`src/rtl/imem_fetch_ctrl.sv`:
```
// imem_fetch_ctrl: program-counter sequencer for a synchronous-read
// instruction memory. Issues one read per cycle while credit is available,
// tracks the one-cycle read latency, buffers returned words in a small FIFO
// and flushes everything on a PC redirect.
//
// Decode handshake: fetch_valid/fetch_ready. A word transfers on a cycle
// where fetch_valid && fetch_ready. fetch_valid never depends on
// fetch_ready. While fetch_valid is high the presented {fetch_instr,
// fetch_pc} stays stable until accepted, unless a redirect or reset flushes
// it.
module imem_fetch_ctrl #(
  parameter int unsigned       ADDR_W    = 32,
  parameter logic [ADDR_W-1:0] RESET_PC  = '0,
  parameter int unsigned       BUF_DEPTH = 2
) (
  input  logic              clk,
  input  logic              rst_n,
  input  logic              fetch_en,
  output logic [ADDR_W-1:0] imem_addr,
  input  logic [31:0]       imem_rdata,
  input  logic              redirect_valid,
  input  logic [ADDR_W-1:0] redirect_pc,
  output logic              fetch_valid,
  input  logic              fetch_ready,
  output logic [31:0]       fetch_instr,
  output logic [ADDR_W-1:0] fetch_pc
);

  localparam int unsigned PTR_W = (BUF_DEPTH > 1) ? $clog2(BUF_DEPTH) : 1;
  localparam int unsigned CNT_W = $clog2(BUF_DEPTH + 1);
  localparam int unsigned OCC_W = CNT_W + 1;

  // Architectural state.
  logic [ADDR_W-1:0] req_pc_q, req_pc_d;
  logic              inflight_q, inflight_d;
  logic [ADDR_W-1:0] inflight_pc_q, inflight_pc_d;
  logic [CNT_W-1:0]  count_q, count_d;
  logic [PTR_W-1:0]  rd_ptr_q, rd_ptr_d;
  logic [PTR_W-1:0]  wr_ptr_q, wr_ptr_d;
  logic [31:0]       last_instr_q;
  logic [ADDR_W-1:0] last_pc_q;

  // FIFO storage (data only; occupancy lives in count_q).
  logic [31:0]       buf_instr_q [BUF_DEPTH];
  logic [ADDR_W-1:0] buf_pc_q    [BUF_DEPTH];

  logic              have_buf;
  logic              pop;
  logic              pop_buf;
  logic              push;
  logic              issue;
  logic [OCC_W-1:0]  occ;

  // The two low bits of a redirect target are dropped by design.
  logic              redirect_lsb_unused;
  assign redirect_lsb_unused = ^redirect_pc[1:0];

  assign imem_addr = req_pc_q;
  assign have_buf  = (count_q != '0);

  function automatic logic [PTR_W-1:0] ptr_inc(input logic [PTR_W-1:0] p);
    return (p == PTR_W'(BUF_DEPTH - 1)) ? '0 : p + PTR_W'(1);
  endfunction

  // Output select: FIFO head first, then the in-flight word by bypass,
  // otherwise hold the last presented values.
  always_comb begin
    fetch_valid = !redirect_valid && (have_buf || inflight_q);
    fetch_instr = last_instr_q;
    fetch_pc    = last_pc_q;
    if (have_buf) begin
      fetch_instr = buf_instr_q[rd_ptr_q];
      fetch_pc    = buf_pc_q[rd_ptr_q];
    end else if (inflight_q) begin
      fetch_instr = imem_rdata;
      fetch_pc    = inflight_pc_q;
    end
  end

  // Handshake, buffering and credit-based issue decisions.
  always_comb begin
    pop     = fetch_valid && fetch_ready && !redirect_valid;
    pop_buf = pop && have_buf;
    // An in-flight word is buffered unless the bypass path hands it to
    // decode this cycle; a redirect discards it.
    push    = inflight_q && !redirect_valid && !(pop && !have_buf);
    // Words owned after this edge if nothing new is issued.
    occ     = {1'b0, count_q} + {{CNT_W{1'b0}}, inflight_q}
            - {{CNT_W{1'b0}}, pop};
    issue   = fetch_en && !redirect_valid && (occ < OCC_W'(BUF_DEPTH));
  end

  // Next-state for PC, in-flight tracking and FIFO pointers.
  always_comb begin
    req_pc_d      = req_pc_q;
    inflight_d    = 1'b0;
    inflight_pc_d = inflight_pc_q;
    count_d       = count_q;
    rd_ptr_d      = rd_ptr_q;
    wr_ptr_d      = wr_ptr_q;
    if (redirect_valid) begin
      req_pc_d = {redirect_pc[ADDR_W-1:2], 2'b00};
      count_d  = '0;
      rd_ptr_d = '0;
      wr_ptr_d = '0;
    end else begin
      if (issue) begin
        inflight_d    = 1'b1;
        inflight_pc_d = req_pc_q;
        req_pc_d      = req_pc_q + ADDR_W'(4);
      end
      if (push)    wr_ptr_d = ptr_inc(wr_ptr_q);
      if (pop_buf) rd_ptr_d = ptr_inc(rd_ptr_q);
      case ({push, pop_buf})
        2'b10:   count_d = count_q + CNT_W'(1);
        2'b01:   count_d = count_q - CNT_W'(1);
        default: count_d = count_q;
      endcase
    end
  end

  // Control registers; reset discards all outstanding and buffered words.
  always_ff @(posedge clk or negedge rst_n) begin
    if (!rst_n) begin
      req_pc_q      <= RESET_PC;
      inflight_q    <= 1'b0;
      inflight_pc_q <= RESET_PC;
      count_q       <= '0;
      rd_ptr_q      <= '0;
      wr_ptr_q      <= '0;
      last_instr_q  <= '0;
      last_pc_q     <= RESET_PC;
    end else begin
      req_pc_q      <= req_pc_d;
      inflight_q    <= inflight_d;
      inflight_pc_q <= inflight_pc_d;
      count_q       <= count_d;
      rd_ptr_q      <= rd_ptr_d;
      wr_ptr_q      <= wr_ptr_d;
      last_instr_q  <= fetch_instr;
      last_pc_q     <= fetch_pc;
    end
  end

  // FIFO data write at the tail; contents are qualified by count_q.
  always_ff @(posedge clk) begin
    if (push) begin
      buf_instr_q[wr_ptr_q] <= imem_rdata;
      buf_pc_q[wr_ptr_q]    <= inflight_pc_q;
    end
  end

endmodule

```
`config.mk`:
```
export PLATFORM = sky130hd
export DESIGN_NAME = imem_fetch_ctrl
export DESIGN_NICKNAME = d
export VERILOG_FILES = /design/src/rtl/imem_fetch_ctrl.sv
export SDC_FILE = /design/constraint.sdc
export NUM_CORES = 1
export LEC_CHECK = 0
export ABC_AREA = 1
export CAP_MARGIN = 20
export CORE_ASPECT_RATIO = 1.75
export CORE_MARGIN = 4
export CORE_UTILIZATION = 55
export DETAILED_ROUTE_END_ITERATION = 7
export PLACE_DENSITY = 0.81
export SLEW_MARGIN = 20
export SYNTH_ARGS = -nofsm -noshare
export SYNTH_HDL_FRONTEND = slang
export SYNTH_SLANG_ARGS = --single-unit
```
`constraint.sdc`:
```
create_clock -name clk -period 9.5 [get_ports clk]
set_input_delay 1.9 -clock clk [delete_from_list [all_inputs] [get_ports clk]]
set_output_delay 1.9 -clock clk [all_outputs]
set_load 0.01 [all_outputs]
```
==> results of run 1 <==
## synth_stat cells, drive strengths merged
master,number
nand2,350
dfrtp,129
edfxtp,124
a21oi,89
inv,72
nor2,62
o21ai,58
a32oi,52
nand3,36
clkbuf,34
buf,25
xor2,9
nand4,7
o211ai,7
ha,2
o21bai,2
or2,2
conb,1
fa,1
nor3,1
o221ai,1
o22ai,1
## through the flow
stage / utilization, % / cell area [sq um] / power, uW / std cells
6_report: 68.74 / 13200 / 3984 / 1459
5_1_grt: 68.74 / 13200 / 4218 / 1459
4_1_cts: 68.60 / 13170 / 4000 / 1458
3_5_place_dp: 64.97 / 12470 / 3121 / 1418
3_3_place_gp: 64.97 / 12470 / 3067 / 1418
2_1_floorplan: - / 10750 / 2386 / 1066
## cell type report
| type | instances | area (sq um) | share of cell area (%) |
|---|---|---|---|
| sequential | 253 | 6954 | 52.70 |
| multi-input combinational | 682 | 3266 | 24.75 |
| timing repair buffer | 171 | 1708 | 12.94 |
| clock buffer | 33 | 654.4 | 4.959 |
| tap | 241 | 301.5 | 2.285 |
| inverter | 72 | 270.3 | 2.048 |
| clock inverter | 7 | 42.54 | 0.3224 |
## flip-flops by register name, indices dropped and copies added (netlist names), 2 cells and up
name	count
buf_instr_q	64
buf_pc_q	60
last_instr_q	32
last_pc_q	32
imem_addr	30
inflight_pc_q	30
count_q	2
## power by group
part	switching [uW]	internal, uW
clock	383	480
sequential	172	1450
combinational	836	660
total	1390	2590
## cells in the final DEF, fill, tap and decap left out
| cell | netlist | layout |
|---|---|---|
| ha_1 | 2 | 2 |
| edfxtp_1 | 124 | 124 |
| conb_1 | 1 | 2 |
| inv_1 | 66 | 65 |
| fa_1 | 1 | 1 |
| nand2_1 | 348 | 348 |
| nor2_2 | 7 | 6 |
| buf_6 | 2 | 1 |
| clkbuf_16 | 0 | 24 |
| inv_2 | 6 | 7 |
| nor3_1 | 1 | 1 |
| nor2_4 | 2 | 5 |
| nand4_1 | 7 | 7 |
| nor2_1 | 53 | 51 |
| clkbuf_8 | 0 | 2 |
| o221ai_1 | 1 | 1 |
| a21oi_1 | 89 | 89 |
| o21ai_0 | 45 | 45 |
| clkbuf_1 | 34 | 7 |
| a32oi_1 | 52 | 52 |
| or2_2 | 2 | 2 |
| nand3_1 | 35 | 35 |
| clkinvlp_4 | 0 | 3 |
| dfrtp_2 | 0 | 2 |
| o21ai_1 | 13 | 13 |
| clkdlybuf4s50_1 | 0 | 160 |
| o211ai_1 | 7 | 7 |
| buf_4 | 6 | 9 |
| o22ai_1 | 1 | 1 |
| nand2_4 | 2 | 2 |
| o21bai_1 | 2 | 2 |
| xor2_1 | 9 | 9 |
| nand3_2 | 1 | 1 |
| dfrtp_1 | 129 | 127 |
| clkinv_2 | 0 | 4 |
| buf_16 | 0 | 1 |
## worst max path at each step
stage                                       end              startpoint  depth (start not counted)  slack (ns)
finish                          fetch_instr[28]          imem_rdata[28]                          4        4.14
global route                       fetch_pc[13]  count_q[1]$_DFFE_PN0P_                          6        4.04
global placement      imem_addr[22]$_DFFE_PN0P_          redirect_valid                         17        3.86
floorplan           buf_instr_q[0][0]$_DFFE_PP_          redirect_valid                          4        4.08
CTS                                fetch_pc[15]  count_q[1]$_DFFE_PN0P_                          5        3.82
detailed placement    imem_addr[22]$_DFFE_PN0P_          redirect_valid                         17        3.80
## metal layers
metal  track usage (%)  share of wire [%]  vias to the layer above  wire (um)
met5                 0                  0                        -          0
met4             12.54                4.7                        0       1285
met3             2.667                4.8                       71       1326
met2             45.80                 53                      283      14640
met1             29.17                 37                     3972      10130
li1                  -                  -                     3895          -
## worst max-delay path, stage by stage
cell             delay [ns]
clkdlybuf4s50_1        0.54
nand2_1                0.08
a32oi_1                0.35
clkdlybuf4s50_1        0.60
## cells by family (layout without fill, tap and decap cells)
| kind of cell | after synthesis | count (layout) | synth area share [%] |
|---|---|---|---|
| AOI/OAI and AO/OA | 210 | 210 | 11.86 |
| xor gates and xnor gates | 9 | 9 | 0.7337 |
| adders and majority gates | 3 | 3 | 0.4192 |
| buffers and inverters | 131 | 283 | 5.124 |
| DFF | 253 | 253 | 64.70 |
| other | 1 | 2 | 0.03490 |
| and+or+nand+nor | 458 | 458 | 17.13 |
==> flow_summary.ini, run 1 <==
[clock_tree]
post-cts-setup-buffers = 0
root_buffer = clkbuf_16
cts_tree = done
clk_pin_slew_worst_paths_ns = 0.06
cts-resized-gates = 0
cts_buffer_depth = 3
cts_buffers = 22
clock_sinks = 253
cts_hold_buf = 0
insertion_delay_ns = 0.50
htree_levels = 1

[detailed_routing]
routed-via-count = 8221
dr.first_iter.drc_count = 681
detail-route-antenna-nets = 0
drtPass1Iterations = 5
drc_errors = 0
wl_per_cell_um = 18.77
viasPerCell = 5.635
routed_wl_um = 27380

[final_layout]
nets = 1274
fillCellCount = 1494
areaGrowthSynthToFinish_pct = 22.83
n_antenna_cell = 0
drive_gt1_share_pct = 5.665

[floorplan]
die_w_um = 113.7
die_area_sq_um = 21920
start_util_pct = 55.97
row_count = 67
core_area_sq_um = 19200
dieHeight_um = 192.9
io_pins = 166

[power_and_ir_drop]
ir_drop_v = 0.0001988
p_leak_uw = 0.005406
p_per_area_nw_per_um2 = 301.9

[synthesis]
synthCells = 1065
syn_area_sq_um = 10740
synth.distinct_cells = 30
synth_area_leaders = edfxtp_1, dfrtp_1, nand2_1
synth_top_area_share_pct = 34.66
synth_area_per_cell_sq_um = 10.09
yosysWarnings = 0
yosys.area.top_type = edfxtp_1
ys_seq_area_share_pct = 64.70
ys_ff_latch = 253

[min_path]
holdPathStages = 0
hold_start = inflight_pc_q[24]$_DFFE_PN0P_
whs_endpoint = buf_pc_q[0][24]$_DFFE_PP_
worstHoldPathType = reg2reg

[timing]
slew_violations = 0
relSlewSlack_pct = 35.67
rsz0062_at_grt = no
tns_ns = 0
max_freq_mhz = 186.5
setup_slack_ns = 4.138
holdWs_ns = 0.4705
period_minus_slack_ns = 5.362
final-hold-violation-count = 0
setup_violations = 0
worst-slew-pin-transition_ns = 0.9649
period_share_pct = 56.45
clock_skew_ns = 0.008842

[worst_setup_path]
worstSetupStartpointType = primary input
rr_endpoint = imem_addr[22]$_DFFE_PN0P_
endpoint_kind = output pin
worstPathMaxFanout = 3
crit_required_ns = 7.60
path_class = in2out
critical_path_arrival_ns = 3.46
r2r_slack_ns = 4.93
reg2reg_from = inflight_q$_DFF_PN0_
reg2regPathDepth = 19

[placement]
place_hpwl_um = 17080
io_buffers = 161
place.gp.congestion = 0.9910
place_ws_ns = 3.799

[global_routing]
first_global_vias = 8552
grt_max_degree = 77
grt_use_total_pct = 25.17
grt_pass1_wl_um = 43450
antenna_found_initial = 0
gr-total-overflow = 0

[run]
max_cap_violations = 0

[status]
outcome = complete, no violations
(Power assumes the default switching activity.)
==> run 2, diff against run 1 <==
CORE_UTILIZATION = 49   (was 55)
PLACE_DENSITY = 0.77   (was 0.81)
clock period = 4.44 ns   (was 9.5 ns; I/O delays follow)
==> flow_summary.ini, run 2 (same netlist as run 1, synthesis figures left out) <==
[worst_setup_path]
reg2reg_from = inflight_q$_DFF_PN0_
r2r_slack_ns = 1.07
worstSetupStartpointType = flop
max_stage_delay_ns = 0.60
crit_required_ns = 3.55
path_class = reg2out
reg2regPathDepth = 16
critical_path_arrival_ns = 2.80
cp_cell_sequence = inv_2, buf_4, nand2_1, a32oi_1, clkdlybuf4s50_1
critPathSlowestCell = clkdlybuf4s50_1
worstPathMaxFanout = 40
rr_endpoint = imem_addr[2]$_DFFE_PN0P_
endpoint_kind = output pin

[detailed_routing]
detail-route-antenna-nets = 0
drtPass1Iterations = 6
viasPerCell = 5.426
routed_wl_um = 27170
drc_errors = 0
routed-via-count = 8242
dr.first_iter.drc_count = 544
wl_per_cell_um = 17.88

[power_and_ir_drop]
p_sw_uw = 2977
switching_share_pct = 34.32
p_int_uw = 5697
p_leak_uw = 0.005466
seqPwrFrac_pct = 40.1
combPwrFrac_pct = 36.6
p_per_area_nw_per_um2 = 648.5
total_power_uw = 8674
clkPwrFrac_pct = 23.4
ir_drop_v = 0.0003207

[timing]
max_freq_mhz = 271.4
period_share_pct = 82.99
rsz0062_at_grt = no
worst-slew-pin-transition_ns = 0.8145
setup_violations = 0
period_minus_slack_ns = 3.685
relSlewSlack_pct = 45.70
clock_skew_ns = 0.01579
tns_ns = 0
slew_violations = 0
final-hold-violation-count = 0

[global_routing]
grt_max_degree = 125
first_global_vias = 8317
grt_pass1_wl_um = 42880
gr-total-overflow = 0
grt_use_total_pct = 21.91
antenna_found_initial = 0

[floorplan]
die_area_sq_um = 24450
dieHeight_um = 203.9
core_area_sq_um = 21590
start_util_pct = 49.77
row_count = 71
io_pins = 166
die_w_um = 119.9

[final_layout]
n_antenna_cell = 0
nets = 1281
regArea_sq_um = 6954
top_register = buf_instr_q
fillCellCount = 1799
reg_top3 = buf_instr_q (64), buf_pc_q (60)
layout_commonest_cell = nand2_1
mostFrequentLayoutCells = nand2_1, clkdlybuf4s50_1, dfrtp_1
drive_gt1_share_pct = 6.112
areaGrowthSynthToFinish_pct = 24.49
largest_reg_flops = 64
multi_input_area_sq_um = 3266

[placement]
place.gp.congestion = 0.9133
io_buffers = 161
place_hpwl_um = 17570

[clock_tree]
htree_levels = 1
cts_tree = done
cts_buffers = 24
clk_pin_slew_worst_paths_ns = 0.06
cts-resized-gates = 0
post-cts-setup-buffers = 0
cts_buffer_depth = 3
cts_hold_buf = 0
insertion_delay_ns = 0.52
root_buffer = clkbuf_16
clock_sinks = 253

[run]
max_cap_violations = 0

[status]
outcome = complete, no violations

[min_path]
worstHoldPathType = in2async
-- run 2: cell types whose count changed in the layout (fill, tap and decap cells not counted), moves of 2 or more --
cell,delta
buf_4,+5
bufinv_16,+2
clkbuf_1,+2
clkinv_2,-2
-- run 2: worst max-delay path by stage --
stage,start,endpoint,depth (start not counted)
finish,rd_ptr_q$_DFFE_PN0P_,fetch_instr[0],5
global route,rd_ptr_q$_DFFE_PN0P_,fetch_instr[0],5
floorplan,redirect_valid,buf_instr_q[0][0]$_DFFE_PP_,4
global placement,redirect_valid,imem_addr[22]$_DFFE_PN0P_,16
detailed placement,redirect_valid,imem_addr[22]$_DFFE_PN0P_,16
CTS,rd_ptr_q$_DFFE_PN0P_,fetch_instr[0],5
-- run 2: critical path: cells and delay by family (launching register included) --
kind | cells | cell delay (ns)
flops | 1 | 0.40
simple gates | 1 | 0.07
compound gates | 1 | 0.28
buf+inv | 3 | 1.53
-- run 2: area by class of cell --
cell class,instances,area share (%)
multi-input cells,682,24.42
inverters,72,2.021
repair buffers,176,12.99
clock buffers,35,5.033
flip-flops and latches,253,51.99
well taps,292,2.732
clock inverters,9,0.8138
-- run 2: stage by stage --
step / cell area [sq um] / hold slack [ns] / setup WS, ns / utilization [%] / cells
after floorplan: 10750 / 0.4421 / 0.03310 / - / 1066
after global placement: 12590 / 0.4435 / 0.4804 / 58.34 / 1475
after detailed placement: 12590 / 0.4519 / 0.4654 / 58.34 / 1475
after CTS: 13380 / 0.4639 / 0.6890 / 61.96 / 1519
after global routing: 13380 / 0.4785 / 0.6021 / 61.96 / 1519
final: 13380 / 0.4067 / 0.7550 / 61.96 / 1519
-- run 2: power by group through the flow --
stage	logic, uW	clock network (uW)	registers [uW]
after floorplan	1670	0	3440
final	3170	2030	3480
after detailed placement	3190	0	3510
after CTS	3210	2070	3470
after global routing	3480	2160	3540
after global placement	3120	0	3490
-- run 2: routing by layer --
layer | GRT usage, % | wire [um] | share of wire, % | vias up
li1 | - | - | - | 3915
met1 | 26.15 | 10590 | 39 | 3987
met2 | 39.43 | 14170 | 52 | 272
met3 | 2.575 | 1181 | 4.3 | 68
met4 | 9.914 | 1226 | 4.5 | 0
met5 | 0 | 0 | 0 | -
